**src/rtl/add_sched.sv**
```systemverilog
// rtl/add_sched.sv - two-requester round-robin adder sharing one byte-serial 8-bit slice

module add_sched_slice (
    input  logic [7:0] i_a,
    input  logic [7:0] i_b,
    input  logic       i_cin,
    output logic [7:0] o_s,
    output logic       o_cout
);
    assign {o_cout, o_s} = {1'b0, i_a} + {1'b0, i_b} + {8'b0, i_cin};
endmodule

module add_sched #(
    parameter int NBYTES = 4
) (
    input  logic                  clk,
    input  logic                  reset,
    input  logic                  req0_valid,
    output logic                  req0_ready,
    input  logic [8*NBYTES-1:0]   req0_a,
    input  logic [8*NBYTES-1:0]   req0_b,
    input  logic                  req1_valid,
    output logic                  req1_ready,
    input  logic [8*NBYTES-1:0]   req1_a,
    input  logic [8*NBYTES-1:0]   req1_b,
    output logic                  resp_valid,
    input  logic                  resp_ready,
    output logic                  resp_id,
    output logic [8*NBYTES-1:0]   resp_sum,
    output logic                  resp_cout
);
    localparam int W    = 8 * NBYTES;
    localparam int IDXW = (NBYTES > 1) ? $clog2(NBYTES) : 1;

    typedef enum logic [1:0] {IDLE, ADD, DONE} state_t;

    state_t            r_state;
    state_t            w_next;
    logic              r_last;
    logic [W-1:0]      r_a;
    logic [W-1:0]      r_b;
    logic [W-1:0]      r_acc;
    logic [W-1:0]      r_sum;
    logic [IDXW-1:0]   r_idx;
    logic              r_carry;
    logic              r_cout;
    logic              r_id;
    logic              r_resp_id;

    logic              w_accept;
    logic              w_grant_id;
    logic              w_last_byte;
    logic [7:0]        w_a_byte;
    logic [7:0]        w_b_byte;
    logic [7:0]        w_s;
    logic              w_cout;
    logic [W-1:0]      w_acc_next;

    assign w_last_byte = (r_idx == IDXW'(NBYTES - 1));

    always_ff @(posedge clk) begin
        if (reset) begin
            r_state <= IDLE;
        end else begin
            r_state <= w_next;
        end
    end

    // Contested grant goes to whoever did not win last; single requester always wins.
    always_comb begin
        w_next     = r_state;
        req0_ready = 1'b0;
        req1_ready = 1'b0;
        resp_valid = 1'b0;
        w_accept   = 1'b0;
        w_grant_id = (req0_valid && req1_valid) ? ~r_last : req1_valid;
        case (r_state)
            IDLE: begin
                if (!reset && (req0_valid || req1_valid)) begin
                    req0_ready = ~w_grant_id;
                    req1_ready = w_grant_id;
                    w_accept   = 1'b1;
                    w_next     = ADD;
                end
            end
            ADD: begin
                if (w_last_byte) begin
                    w_next = DONE;
                end
            end
            DONE: begin
                resp_valid = ~reset;
                if (resp_ready) begin
                    w_next = IDLE;
                end
            end
            default: w_next = IDLE;
        endcase
    end

    always_comb begin
        w_a_byte = 8'h00;
        w_b_byte = 8'h00;
        for (int i = 0; i < NBYTES; i++) begin
            if (r_idx == IDXW'(i)) begin
                w_a_byte = r_a[i*8 +: 8];
                w_b_byte = r_b[i*8 +: 8];
            end
        end
    end

    add_sched_slice u_slice (
        .i_a    (w_a_byte),
        .i_b    (w_b_byte),
        .i_cin  (r_carry),
        .o_s    (w_s),
        .o_cout (w_cout)
    );

    always_comb begin
        w_acc_next = r_acc;
        for (int i = 0; i < NBYTES; i++) begin
            if (r_idx == IDXW'(i)) begin
                w_acc_next[i*8 +: 8] = w_s;
            end
        end
    end

    // Partial sums build in r_acc so the visible result only changes on entry to DONE.
    always_ff @(posedge clk) begin
        if (reset) begin
            r_last    <= 1'b1;
            r_a       <= '0;
            r_b       <= '0;
            r_acc     <= '0;
            r_sum     <= '0;
            r_idx     <= '0;
            r_carry   <= 1'b0;
            r_cout    <= 1'b0;
            r_id      <= 1'b0;
            r_resp_id <= 1'b0;
        end else if (r_state == IDLE && w_accept) begin
            r_a     <= w_grant_id ? req1_a : req0_a;
            r_b     <= w_grant_id ? req1_b : req0_b;
            r_id    <= w_grant_id;
            r_last  <= w_grant_id;
            r_acc   <= '0;
            r_idx   <= '0;
            r_carry <= 1'b0;
        end else if (r_state == ADD) begin
            r_acc   <= w_acc_next;
            r_carry <= w_cout;
            r_idx   <= r_idx + IDXW'(1);
            if (w_last_byte) begin
                r_sum     <= w_acc_next;
                r_cout    <= w_cout;
                r_resp_id <= r_id;
            end
        end
    end

    assign resp_sum  = r_sum;
    assign resp_cout = r_cout;
    assign resp_id   = r_resp_id;

endmodule
```
**config.mk**
```make
export PLATFORM = sky130hd
export DESIGN_NAME = add_sched
export DESIGN_NICKNAME = d
export VERILOG_FILES = /design/src/rtl/add_sched.sv
export SDC_FILE = /design/constraint.sdc
export NUM_CORES = 1
export LEC_CHECK = 0
export BUFFER_PORTS_ARGS = -buffer_cell sky130_fd_sc_hd__buf_4
export CORE_MARGIN = 2
export CORE_UTILIZATION = 45
export CTS_BUF_LIST = sky130_fd_sc_hd__clkbuf_8
export DETAILED_ROUTE_END_ITERATION = 12
export PLACE_DENSITY_LB_ADDON = 0.15
export SYNTH_ARGS = -nofsm -noshare
export SYNTH_HDL_FRONTEND = slang
export SYNTH_HIERARCHICAL = 1
export SYNTH_SLANG_ARGS = --single-unit
```
**constraint.sdc**
```tcl
create_clock -name clk -period 3.8 [get_ports clk]
set_input_delay 0.38 -clock clk [delete_from_list [all_inputs] [get_ports clk]]
set_output_delay 0.38 -clock clk [all_outputs]
set_load 0.01 [all_outputs]
```
# Yosys cells after proc, flatten, opt, wreduce, memory -nomap -nowiden
# Cells that the tools add are included.
# totals
latch_bits	0
wordCells	62
romBits	0
n_memories	0
output_inout_bits	37
register_bits	137
ramBits	0
# classes
n_mul	0
shift	0
bitwise_logic	4
reduce_logical	10
div_mod_pow	0
magnitude_cmp	0
n_eq_ne	8
mux	26
addsub	3
# ops
op	n
$mux W8	12
$mux W32	2
$add A8 B8 Y9	1
$add A9 B1 Y9	1
$mux W1	8
$eq A2 B2 Y1 const B	3
$mux W2	3
$ne A2 B2 Y1 const B	3
$pmux W2 S3	1
$reduce_and A3 Y1	2
$eq A2 B1 Y1 const B	2
$logic_not A2 Y1	2
$not A1 Y1	4
$logic_and A1 B1 Y1	3
$add A2 B1 Y2 const B	1
$reduce_or A2 Y1	1
$logic_not A1 Y1	1
$logic_or A1 B1 Y1	1

# Depth between registers and ports, before layout
# Gate-level depths: netlist of run 1.
# logic_depth
word_depth	8
ltp_mapped	15
mapped_depth_nobuf	13

# By module
# The synthesis of run 1 kept the hierarchy.
# by_module_without_submodules
module	cells_per_inst	n_inst	area_per_inst_um2	seq_area_each_um2
add_sched	713	1	6287.3	2582.5
add_sched_slice	38	1	312.8	0.0

# Worst setup path before layout of run 1
# Ideal clock, no wire load.
# synth_path
path_type	register to register
startpoint	register r_idx[0]
endpoint	register r_sum[22] (netlist: resp_sum[22])
n_path_buf	2
setup_time_ps	81
synth_period_minus_slack_ps	3266
setup_slack_ps	534
arrival_time_ps	3185
path_stages_with_launch	16
cell_sequence	dfxtp_1 -> inv_1 -> ha_1 -> clkbuf_1 -> clkbuf_1 -> a21oi_1 -> o21ai_0 -> a22o_1 -> fa_1 -> fa_1 -> a21oi_1 -> nor2b_1 -> a31oi_1 -> xnor2_1 -> mux2i_1 -> a211oi_2
# synth_between
elab_chain_cells	8
word_cells_on_any_way	16
cone_classes	add/sub (2); eq/ne (3); mux (9); reduce/logical (2)
# synth_lines
element	line_no	rtl
from (decl)	44	logic [IDXW-1:0] r_idx;
from (signal assigned)	153	r_idx <= r_idx + IDXW'(1);
$logic_not A2 Y1	105	if (r_idx == IDXW'(i)) begin
$mux W8 (3 in series)	105	
$mux W8 (*)	105	
named net w_a_byte[0]	53	logic [7:0] w_a_byte;
$add A8 B8 Y9 (*)	10	assign {o_cout, o_s} = {1'b0, i_a} + {1'b0, i_b} + {8'b0, i_cin};
$add A9 B1 Y9 (*)	10	
named net w_s[6]	55	logic [7:0] w_s;
$mux W8 (*)	123	if (r_idx == IDXW'(i)) begin
to (signal assigned)	155	r_sum <= w_acc_next;
to (decl)	43	logic [W-1:0] r_sum;
# Mark *: on every way through the listed nets, which the timed path passes. The rest lies on a longest branch.
# A chain may end at the register's enable or synchronous reset.

# Worst setup path in the final report of run 1
# layout_path
startpoint	register r_idx[0]
endpoint	register r_sum[12] (netlist: resp_sum[12])
# Same word-level chain as after synthesis.

==> qor.yml, run 1 <==
worst_setup_path:
  worstPathCellList: "inv_1, ha_2, a21oi_1, o21ai_0, a22o_1, fa_1, fa_1, a21oi_1, nor2b_1, nor2_1, xnor2_1, mux2i_1, a211oi_1"
  end_kind: "flop"
  critPathTopFamily: "adder cells"
  start_kind: "flop"
  crit_slowest_cell: "fa_1"
  cp_max_fo: 14
  path_buf_inv: 1
  cp.arrival_ns: 3.83
  critPathKind: "reg -> reg"
  cp.required_ns: 4.15
  slowest_delay_ns: 0.48
timing:
  setup_tns_ns: 0
  finalCriticalPeriod_ns: 3.47
  hold_viol_final: 0
  post-route-period-util_pct: 91.3
  slew_viol_final: 0
  finClkSkew_ns: 0.0136
  rsz0062_at_grt: "false"
  tightestPinTransition_ns: 1.12
  fmax_ghz: 0.288
  slew_headroom_pct: 25.1
  setup_viol: 0
power_and_ir_drop:
  peakVddDrop_v: 0.000238
  p_leak_nw: 3.49
  pwr_density_cell_nw_per_um2: 400
yosys:
  synth_top_family_by_area: "compound AO/OA/AOI/OAI gates"
  syn_area_per_cell_um2: 8.79
  yosys.area.top_type_share_pct: 39.1
  synthXorXnorAreaFrac_pct: 0.796
  ys.flop_type: "dfxtp_1"
  ys_types: 42
  synth_edf_count: 0
  synth_nets: 897
  synth.top_cells.by_area: "dfxtp_1 (39%), mux2i_1 (11%), nand2_1 (7.2%)"
  synth-seq-area-share_pct: 39.1
  netlist_area_um2: 6600
  postSynthRegisterBits: 129
  synth_fa_ha_area_share_pct: 2.69
  synthMuxAreaShare_pct: 10.9
  synth_compound_area_share_pct: 25.6
  syn_inst: 751
  synth_simple_gate_area_share_pct: 14.2
  synth_top_area_cell: "dfxtp_1"
  ys_async_sr_fraction_pct: 0
  ys_warn_count: 6
run_status:
  outcome: "finished, final reports clean"
global_routing:
  use_met3_pct: 5.73
  top_usage_layer: "met2"
  grt_util_all_layers_pct: 23.4
  met1_usage_pct: 28.5
  overflow: 0
  antenna_found_initial: 0
  grt_pass1_wl_um: 29700
  grt_max_degree: 78
  grt_pass1_vias: 5983
  grt_use_met2_pct: 41.5
detailed_routing:
  first_pass_iters: 5
  drt_wl_total_um: 18200
  drc: 0
  via_per_inst: 5.41
  drtAntennaViolNets: 0
  drtIter0Drc: 241
  route.vias.total: 5811
  post_drt_wl_per_cell_um: 17.0
floorplan:
  initial_utilization_pct: 45.8
  pin_count: 170
  dieArea_um2: 15700
  core_um2: 14400
  fp.dieW_um: 125
  fp.dieH_um: 125
  row_count: 44
placed_design:
  dpl.hpwl_um: 13500
  post_dp_cell_area_um2: 7840
  port-buffer-count: 169
  gp_congestion: 0.887
finish:
  stdcell_area_um2: 8240
  final_common_cell: "buf_4"
  diodes: 0
  drive_gt1_share_pct: 29.0
  nNetsFinal: 1023
  fin_util_pct: 57.2
  final_cell_mix: "buf_4 (178), dfxtp_1 (129), nand2_1 (127)"
  fill_cells: 1329
  syn_to_final_growth_pct: 24.9
clock_tree:
  root_buffer: "clkbuf_8"
  tritoncts: "done"
  cts_setup_buffers: 0
  clockBufferDepth: 2
  clock-sinks: 129
  insertion_delay_ns: 0.45
  clk_pin_slew_ns: 0.08
  htreeDepth: 4
  cts_buffers: 17
run:
  maxCapViolations: 0
min_path:
  worstHoldPathType: "in -> reg"
==> cell families after synthesis <==
group | count (synthesis)
AO/OA/AOI/OAI | 216
XOR/XNOR | 6
adder cells (fa/ha/maj) | 13
buffers and inverters | 93
flip-flops | 129
multiplexers | 72
AND/OR/NAND/NOR | 222
==> stage by stage <==
stage / worst slack, ns / instances / total power, mW / hold WS (ns)
after detailed placement: 0.372 / 1042 / 2.14 / 0.452
after global routing: 0.0382 / 1074 / 3.44 / 0.129
after global placement: 0.506 / 1042 / 2.12 / 0.447
final: 0.329 / 1074 / 3.30 / 0.146
after floorplan: 0.534 / 751 / 1.90 / 0.426
after CTS: 0.342 / 1074 / 3.32 / 0.118
==> path summary, 6_finish.rpt <==
check             from           end  slack, ns  cells past startpoint
min reg2reg       r_id       resp_id       0.46                      2
min          req0_a[8]        r_a[8]       0.15                      2
max reg2reg   r_idx[0]  resp_sum[12]       0.33                     13
max           r_idx[0]  resp_sum[12]       0.33                     13
==> timing repair <==
item,CTS,global route
gates resized for setup,0,1
endpoints found under the setup margin,0,1
hold buffers,0,0
==> layout make-up <==
| type | count | area (µm²) | area share [%] |
|---|---|---|---|
| clock buffer | 17 | 234 | 2.84 |
| clock inverter | 15 | 170 | 2.06 |
| inverter | 20 | 75.1 | 0.911 |
| multi-input combinational | 529 | 3580 | 43.5 |
| sequential | 129 | 2580 | 31.3 |
| tap | 184 | 230 | 2.79 |
| timing repair buffer | 180 | 1370 | 16.6 |
==> metal layers <==
metal	up-vias	share of wire, %
met1	2715	43
met3	14	4.7
met4	0	0.90
met2	170	51
met5	-	0
li1	2912	-
==> where the power goes <==
group	leakage, nW	switching [mW]	internal (mW)
registers	1.05	0.0521	1.42
clock network	0.187	0.547	0.640
logic	2.25	0.357	0.285
total	3.49	0.956	2.34
==> worst reg2reg max path, delay by kind of cell, from the launching register on <==
family	cells	cell delay (ns)
AOI/OAI and AO/OA	5	0.87
xor gates and xnor gates	1	0.39
adders and majority gates	3	1.20
buffers and inverters	1	0.11
DFF	1	0.38
muxes	1	0.20
and+or+nand+nor	2	0.21
==> synth_stat cells, drive strengths merged, types with 2 or more instances <==
cell type    n
dfxtp      129
nand2      127
a21oi       94
mux2i       72
nor2        56
buf         47
a311oi      44
clkbuf      26
a211oi      25
inv         20
o21ai       18
a22o        16
nand2b      13
ha          11
a221o       10
and3        10
xnor2        5
nand3b       4
a21o         3
nor3         3
and2         2
fa           2
nor2b        2
==> sequential cells by signal, summed over array words and instances (netlist names) <==
name	flops
r_a	32
r_b	32
resp_sum	32
r_acc	24
r_idx	2
r_state	2
r_carry	1
r_id	1
r_last	1
resp_cout	1
resp_id	1
No activity file was read; power rests on OpenSTA's default activity.
==> run 2: changes to the inputs <==
--- a/config.mk
+++ b/config.mk
@@ -5,6 +5,7 @@
 export SDC_FILE = /design/constraint.sdc
 export NUM_CORES = 1
 export LEC_CHECK = 0
+export ABC_AREA = 1
 export BUFFER_PORTS_ARGS = -buffer_cell sky130_fd_sc_hd__buf_4
 export CORE_MARGIN = 2
 export CORE_UTILIZATION = 45
==> run 2 against run 1 <==
Net effect:
- total power up 7.0%
- non-clock buffer count rose by 6
- synthesized cell count up 44%
- first-iteration DRC count grew 140%
- largest power group unchanged
==> qor.yml, run 2 <==
global_routing:
  grt_pass1_vias: 6328
  grt_util_all_layers_pct: 23.9
  met1_usage_pct: 33.4
  grt_max_degree: 65
  overflow: 0
  use_met3_pct: 6.50
  antenna_found_initial: 0
  grt_use_met2_pct: 35.4
  top_usage_layer: "met2"
  grt_pass1_wl_um: 30900
timing:
  post-route-period-util_pct: 89.1
  finalCriticalPeriod_ns: 3.38
  fmax_ghz: 0.295
  setup_tns_ns: 0
  finClkSkew_ns: 0.00541
  rsz0062_at_grt: "false"
  hold_viol_final: 0
  tightestPinTransition_ns: 0.798
  timing.final.ws_setup_ns: 0.416
  slew_viol_final: 0
  slew_headroom_pct: 46.6
  setup_viol: 0
clock_tree:
  cts_setup_buffers: 0
  insertion_delay_ns: 0.44
  ctsHoldBuffers: 0
  htreeDepth: 4
  clk_pin_slew_ns: 0.07
  postCtsResizedCells: 0
  tritoncts: "done"
  root_buffer: "clkbuf_8"
  clock-sinks: 129
  clockBufferDepth: 2
  cts_buffers: 17
power_and_ir_drop:
  peakVddDrop_v: 0.000217
  total_power_mw: 3.53
  p_leak_nw: 4.29
  pwr_density_cell_nw_per_um2: 419
detailed_routing:
  drtAntennaViolNets: 0
  drtIter0Drc: 570
  route.vias.total: 7068
  drc: 0
  via_per_inst: 5.03
  drt_wl_total_um: 18900
  first_pass_iters: 5
  post_drt_wl_per_cell_um: 13.5
yosys:
  ys_types: 28
  netlist_top_cells_count: "nand2_1 (523), dfxtp_1 (129), a21oi_1 (119)"
  synth-seq-area-share_pct: 38.3
  syn_inst: 1078
  synth.top_cells.by_area: "dfxtp_1 (38%), nand2_1 (29%), a21oi_1 (8.8%)"
  ys_warn_count: 6
  synth_nets: 1224
  yosys.area.top_type_share_pct: 38.3
  ys_async_sr_fraction_pct: 0
  netlist_area_um2: 6740
  synth_edf_count: 0
  postSynthRegisterBits: 129
  syn_area_per_cell_um2: 6.25
  yosysMostFrequentCell: "nand2_1"
  synth_top_area_cell: "dfxtp_1"
  ys.flop_type: "dfxtp_1"
finish:
  syn_to_final_growth_pct: 25.1
  stdcell_area_um2: 8430
  fin_cells: 1404
  drive_gt1_share_pct: 18.7
  final_cell_mix: "nand2_1 (521), buf_4 (186), dfxtp_1 (129)"
  final_common_cell: "nand2_1"
  fill_cells: 1499
  multi_input_area_um2: 3600
  nNetsFinal: 1355
  regArea_um2: 2580
  diodes: 0
floorplan:
  pin_count: 170
  row_count: 44
  fp.dieW_um: 126
  fp.dieH_um: 126
  dieArea_um2: 16000
  core_um2: 14600
  initial_utilization_pct: 46.2
placed_design:
  pre_cts_slack_ns: 0.471
  gp_congestion: 0.911
  dp.cells: 1374
  dpl.hpwl_um: 13100
  post_dp_cell_area_um2: 8030
  port-buffer-count: 169
worst_setup_path:
  critPathKind: "reg -> reg"
  start_kind: "flop"
  cp_max_fo: 16
  cp.required_ns: 4.19
  cp.arrival_ns: 3.78
  end_kind: "flop"
run:
  maxCapViolations: 0
min_path:
  worstHoldPathType: "in -> reg"
run_status:
  outcome: "finished, final reports clean"
## run 2: cell types whose count changed in the layout (fill, tap and decap cells not counted), moves of 26 or more
cell,change
nor2_1,-36
inv_1,+32
nand3_1,+95
a21oi_1,+26
a311oi_2,-29
nand2_1,+394
mux2i_1,-72
## run 2: kinds of logic after synthesis
| kind of cell | synth area share, % |
|---|---|
| flops | 38.3 |
| xor+xnor | 0.390 |
| simple gates | 38.6 |
| compound gates | 11.5 |
| buf+inv | 8.47 |
| fa+ha+maj | 2.64 |
## run 2: worst max-delay path, stage by stage, from the launching register on
cell	delay, ns
dfxtp_1	0.39
ha_1	0.50
inv_1	0.38
nor2_1	0.19
a21oi_1	0.08
fa_1	0.47
fa_1	0.42
nand2_1	0.09
nand2_1	0.06
nand2_1	0.07
xnor2_1	0.24
nand2_1	0.11
nand2_1	0.10
nand2_1	0.05
nand2_1	0.06
nand2_1	0.05
inv_1	0.07
## run 2: area by class of cell
class                           count  area share, %
Multi-Input combinational cell    816           42.7
Sequential cell                   129           30.6
Timing Repair Buffer              186           16.6
Clock buffer                       26           4.24
Tap cell                          184           2.73
Inverter                           59           2.63
Clock inverter                      4          0.549
## run 2: report_power, final
group	switching [mW]	leakage (nW)	internal (mW)
registers	0.0486	1.05	1.43
logic	0.560	3.03	0.324
clock network	0.505	0.210	0.665
## run 2: final timing paths
| kind | start | to | slack (ns) | depth (start not counted) |
|---|---|---|---|---|
| max reg2reg | r_idx[1] | r_acc[20] | 0.42 | 16 |
| min reg2reg | r_id | r_id | 0.45 | 2 |
| max | r_idx[1] | r_acc[20] | 0.42 | 16 |
| min | req1_a[8] | r_a[8] | 0.17 | 3 |
## run 2: routing by layer
metal	routed length, µm	up-vias
met2	8230	249
met1	8900	3116
li1	-	3674
met4	395	0
met3	1370	29
met5	0	-
## run 2: through the flow
stage	utilization, %	hold WS [ns]
2_1_floorplan	-	0.419
3_3_place_gp	55.0	0.430
3_5_place_dp	55.0	0.440
4_1_cts	57.8	0.150
5_1_grt	57.8	0.153
6_report	57.8	0.172
